`src/rtl/program_counter.sv`:
```
// Fetch-stage program counter: absolute jump, signed relative branch, or
// sequential advance by one instruction word, with the current address always on dataOut.
module program_counter #(
   parameter int unsigned          WIDTH       = 32,
   parameter int unsigned          STEP        = 4,
   parameter logic [WIDTH-1:0]     RESET_VALUE = '0
) (
   input  logic             clk,
   input  logic             reset,
   input  logic [WIDTH-1:0] dataIn,
   input  logic             writeEnable,
   input  logic             writeAdd,
   input  logic             countEnable,
   output logic [WIDTH-1:0] dataOut
);

   localparam logic [WIDTH-1:0] STEP_W = WIDTH'(STEP);

   logic [WIDTH-1:0] programCounter;

   // Control inputs are level-sensitive and sampled on every edge; there is no
   // handshake. A write always wins over counting, and additions wrap modulo 2^WIDTH.
   always_ff @(posedge clk or negedge reset) begin
      if (!reset) begin
         programCounter <= RESET_VALUE;
      end else if (writeEnable) begin
         if (writeAdd) begin
            programCounter <= programCounter + dataIn;
         end else begin
            programCounter <= dataIn;
         end
      end else if (countEnable) begin
         programCounter <= programCounter + STEP_W;
      end
   end

   assign dataOut = programCounter;

endmodule

```
`config.mk`:
```
export PLATFORM = sky130hd
export DESIGN_NAME = program_counter
export DESIGN_NICKNAME = d
export VERILOG_FILES = /design/src/rtl/program_counter.sv
export SDC_FILE = /design/constraint.sdc
export NUM_CORES = 1
export LEC_CHECK = 0
export BUFFER_PORTS_ARGS = -buffer_cell sky130_fd_sc_hd__buf_2
export CAP_MARGIN = 30
export CORE_MARGIN = 5
export CORE_UTILIZATION = 55
export DETAILED_ROUTE_END_ITERATION = 16
export PLACE_DENSITY = 0.86
export SKIP_LAST_GASP = 1
export SYNTH_ARGS = -nofsm -noshare
export SYNTH_HDL_FRONTEND = slang
export SYNTH_SLANG_ARGS = --single-unit
```
`constraint.sdc`:
```
create_clock -name clk -period 3.6 [get_ports clk]
set_input_delay 0.54 -clock clk [delete_from_list [all_inputs] [get_ports clk]]
set_output_delay 0.54 -clock clk [all_outputs]
set_load 0.01 [all_outputs]
```
Yosys cells after proc, flatten, opt, wreduce, memory -nomap -nowiden. Index checks and enable logic that the tools add are counted.

Add/subtract/negate cells: 2. Multiplexer cells: 3. Reductions and logical operators: 1.

Operator list (number): $mux W32 (3); $add A32 B3 Y32 const B (1); $add A32 B32 Y32 (1); $reduce_bool A2 Y1 (1).

Register bits after elaboration: 32. Input port bits: 37. Output and inout port bits: 32. Logic and storage cells: 7.

Logic depth before layout (Yosys ltp).
Depth after elaboration: 3. Depth in mapped cells: 11. Mapped depth without buffers: 11.

Worst setup path before layout. No wires, ideal clock.

Path type: input to register. Start point: input port dataIn[0]. End point: register programCounter[26], in the netlist dataOut[26]. Setup time: 0.080 ns. Arrival time: 2.890 ns. Data required time: 3.520 ns. Path slack: 0.630 ns. Cell stages on the path: 11. Buffers on the path: 0. Path through: ha_1 fa_1 a211oi_2 o21ai_1 a211oi_2 o211a_4 o311ai_4 a221oi_4 nor3b_2 o2111a_1 nor3_2.

Longest elaborated chain between the ends: 3.

Ends and longest elaborated chain: start, declared (line 10) `input logic [WIDTH-1:0] dataIn,`; $add A32 B32 Y32 (line 28) `programCounter <= programCounter + dataIn;`; $mux W32 (line 27) `if (writeAdd) begin`; $mux W32 (line 26) `end else if (writeEnable) begin`; end signal, assigned (line 28); end signal, assigned (line 30) `programCounter <= dataIn;`; end signal, assigned (line 33) `programCounter <= programCounter + STEP_W;`; end, declared (line 19) `logic [WIDTH-1:0] programCounter;`.

Every way passes these cells. A chain may end at the register's enable or synchronous reset.

Worst setup path after layout.
Start point: register programCounter[0], in the netlist dataOut[0]. End point: register programCounter[26], in the netlist dataOut[26].

Longest elaborated chain between the ends: 3. Elaborated cells on any way between the ends: 5. Those cells by class: 2 x add/sub; 3 x mux.

Ends and longest elaborated chain (line): $add A32 B3 Y32 or $add A32 B32 Y32 (tied branches) (33, 28); $mux W32, on equally long branches (32, 27); $mux W32 * (26).

Every way passes the cells marked *; elsewhere a longest branch is shown, timed or not. The select of a mux whose other input is x is not followed.

==> impl_metrics.toml <==
[final_layout]
largest_register_ff_count = 32
syn_to_final_growth_pct = 11.3
antennaDiodeCount = 0
final_nets = 584
mostFrequentLayoutCell = "buf_2"
most_used_cells_in_the_layout_excluding_fill_and_tap_cells = "buf_2, a21oi_1, xnor2_1"
post_route_cells_drive_above_1_share_pct = 19.1

[yosys]
synth.cell_area_sq_um = 3750
synth-seq-cells = 32
ys_warn_count = 0
synthesis.area_per_instance_sq_um = 8.22
synthesis.nets = 526
number_of_enable_flip_flop_cells_after_synthesis = 0
synth_cells = 456
synth_flop_cell = "dfrtp_1"
proportion_of_synthesized_chip_area_in_sequential_cells_pct = 21.4
post_synth_num_cell_types = 60
async_reset_ff_share_pct = 100

[global_route]
grt_pass1_vias = 3612
antenna_found_initial = 0
groute.usage.overall_pct = 23.9
first_pass_grt_wire_length_mm = 16.9
grt_remaining_overflow = 0
grt_max_degree = 40

[power_and_ir_drop]
power.internal_w = 0.00158
vdd_drop_max_mv = 0.312
clock_power_share_pct = 10.4
power-per-cell-area_nw_per_um2 = 735
p_total_w = 0.00307
power_frac_seq_pct = 22.7
total_leakage_power_nw = 1.85
power.switching_w = 0.00149
comb_power_share_pct = 66.9
netSwitchingFraction_pct = 48.4

[clock_tree]
cts_resized = 0
max-clock-path-buffers = 2
cts.root.buffer_cell = "clkbuf_8"
cts.sinks = 32
clock_tree_from_tritoncts = "built"
cts-buffers-inserted = 5
clkTransAtPathRegs_ns = 0.08
h_tree_levels = 2
clock_insertion_delay_worst_skew_ns = 0.30
post_cts_buffers = 0
cts.hold.buffers_added = 0

[floorplanning]
ioPinCount = 69
die_boundary_height_microns = 92.6
num_rows = 30
initial_core_util_pct = 55.8
floorplan.core_area_sq_um = 6720
fp.dieW_microns = 92.6
total_die_area_sq_um = 8570

[route]
detail_route.iter0.violations = 154
routedWlPerCell_microns = 16.9
first_pass_iters = 5
ant_nets = 0
postRouteWirelength_mm = 10.0
vias = 3710
drc = 0
vias_per_cell = 6.25

[timing]
timing.final.max_slew_violations = 0
fmax_mhz = 322
grt_setup_unrepaired = "false"
hold_viol_final = 0
report.final.setup_viol = 0
finalCriticalPeriod_ns = 3.11
timing.final.ws_setup_ns = 0.494
period_share_pct = 86.3
timing.slew.headroom_pct = 46.0
timing_worst_slew_pin_value_ns = 0.810
fin_skew_ns = 0.00937
fin_tns_setup_ns = 0

[setup_path]
cpLargestDelayFamily = "compound AO/OA/AOI/OAI gates"
worst-r2r-cell-count = 11
series_of_cell_instances_along_the_critical_path = "ha_1 -> fa_1 -> a211oi_2 -> o21ai_1 -> a211oi_2 -> o211a_4 -> o311ai_4 -> a221oi_4 -> nor3b_2 -> o2111a_1 -> nor3_2"
worst-r2r-setup-slack_ns = 0.49
crit_top_cell = "a211oi_2"
r2r_start = "dataOut[0]$_DFFE_PN0P_"
cpMaxStageDelayCell = "fa_1"
critical_path_depth = 11
path_buf_inv = 0
r2r_end = "dataOut[26]$_DFFE_PN0N_"
worst_ep_required_time_ns = 3.83
worst-setup-path-type = "reg -> reg"
worstPathArrival_ns = 3.33
worst_setup_path_end_kind = "flop"
crit_path_max_incr_delay_ns = 0.43
crit_path_max_fanout = 3
timing.critical_path.from_type = "flop"

[outcome]
run_status = "complete, no violations"

[placed_design]
place_congestion = 0.874
detailed_placement_hpwl_mm = 7.40
place_worst_setup_slack_ns = 0.289
placement.io_buffers = 68

[job]
max_cap_viol_count = 0

[min_path]
hold_path_class = "in -> async"
## metal layers
metal  part of all wire, %  global-route usage (%)  routed length [microns]
met1                    44                    30.5                     4400
met2                    48                    40.2                     4770
met3                   5.7                    3.66                      574
met4                   3.0                    9.65                      301
met5                     0                       0                        0
## per-stage QoR
| step | cell area [sq um] | cells | hold slack, ns | util [%] |
|---|---|---|---|---|
| finish | 4170 | 594 | 0.326 | 62.1 |
| global route | 4170 | 594 | 0.400 | 62.1 |
| CTS | 4170 | 594 | 0.355 | 62.1 |
| global placement | 4080 | 587 | 0.532 | 60.7 |
| floorplan | 3750 | 456 | 0.244 | - |
| detailed placement | 4080 | 587 | 0.552 | 60.7 |
## area by class of cell
class                           count  area (sq um)
Timing Repair Buffer               71           363
Sequential cell                    32           801
Tap cell                           80           100
Clock buffer                        7          96.3
Fill cell                         602          2550
Multi-Input combinational cell    396          2780
Inverter                            8          30.0
## power groups by stage
stage	logic (W)	clock network [W]	registers, W
after floorplan	0.00155	0	0.000722
after global placement	0.00196	0	0.000686
after detailed placement	0.00201	0	0.000695
after CTS	0.00204	0.000326	0.000691
after global routing	0.00226	0.000342	0.000723
final	0.00205	0.000319	0.000696
## worst register-to-register path, cell delays in order (launching register included)
cell and delay, ns:
dfrtp_1 0.39, ha_1 0.22, fa_1 0.43, a211oi_2 0.29, o21ai_1 0.15, a211oi_2 0.32, o211a_4 0.22, o311ai_4 0.13
a221oi_4 0.38, nor3b_2 0.11, o2111a_1 0.26, nor3_2 0.16
## synthesized netlist by cell type (2+ instances only)
master    count  area share [%]
a21o_1       15             3.0
o21ai_1       2            0.27
nand3_1      19             2.5
o22ai_1       9             1.5
nand2b_1      5            0.83
buf_6         5             1.5
a211oi_1      5             1.0
a21o_2        4            0.93
nor3_1        5            0.67
and4_1        2            0.47
nand4b_1      2            0.47
a211oi_2      2            0.67
o21a_1        4            0.80
a21oi_1      47             6.3
nor2b_1       6             1.0
xor2_1       14             3.3
o21bai_1      7             1.4
nand2_1      34             3.4
o211ai_1      4            0.80
inv_1         8            0.80
a31oi_1      11             1.8
o21ai_0      24             3.2
and3_1        6             1.0
ha_1         32              11
nand4_1      13             2.2
mux2i_1      16             4.3
buf_4         3            0.60
dfrtp_1      32              21
nor2_1       39             3.9
xnor2_1      43              10
clkbuf_1      9            0.90
## worst max-delay path by stage
stage	from	to	slack (ns)
after global placement	dataIn[0]	dataOut[26]$_DFFE_PN0N_	0.36
after floorplan	dataIn[0]	dataOut[26]$_DFFE_PN0N_	0.63
after global routing	dataOut[0]$_DFFE_PN0P_	dataOut[26]$_DFFE_PN0N_	0.39
after CTS	dataOut[0]$_DFFE_PN0P_	dataOut[26]$_DFFE_PN0N_	0.50
after detailed placement	dataIn[0]	dataOut[26]$_DFFE_PN0N_	0.29
final	dataOut[0]$_DFFE_PN0P_	dataOut[26]$_DFFE_PN0N_	0.49
## cell families after synthesis
logic type | after synthesis | synth area share [%]
AOI/OAI and AO/OA | 149 | 26.7
and+or+nand+nor | 141 | 18.7
xor gates and xnor gates | 57 | 13.3
adders and majority gates | 33 | 11.2
DFF | 32 | 21.4
buffers and inverters | 28 | 4.41
muxes | 16 | 4.27
Note: power is estimated with default switching activity, not from simulation.
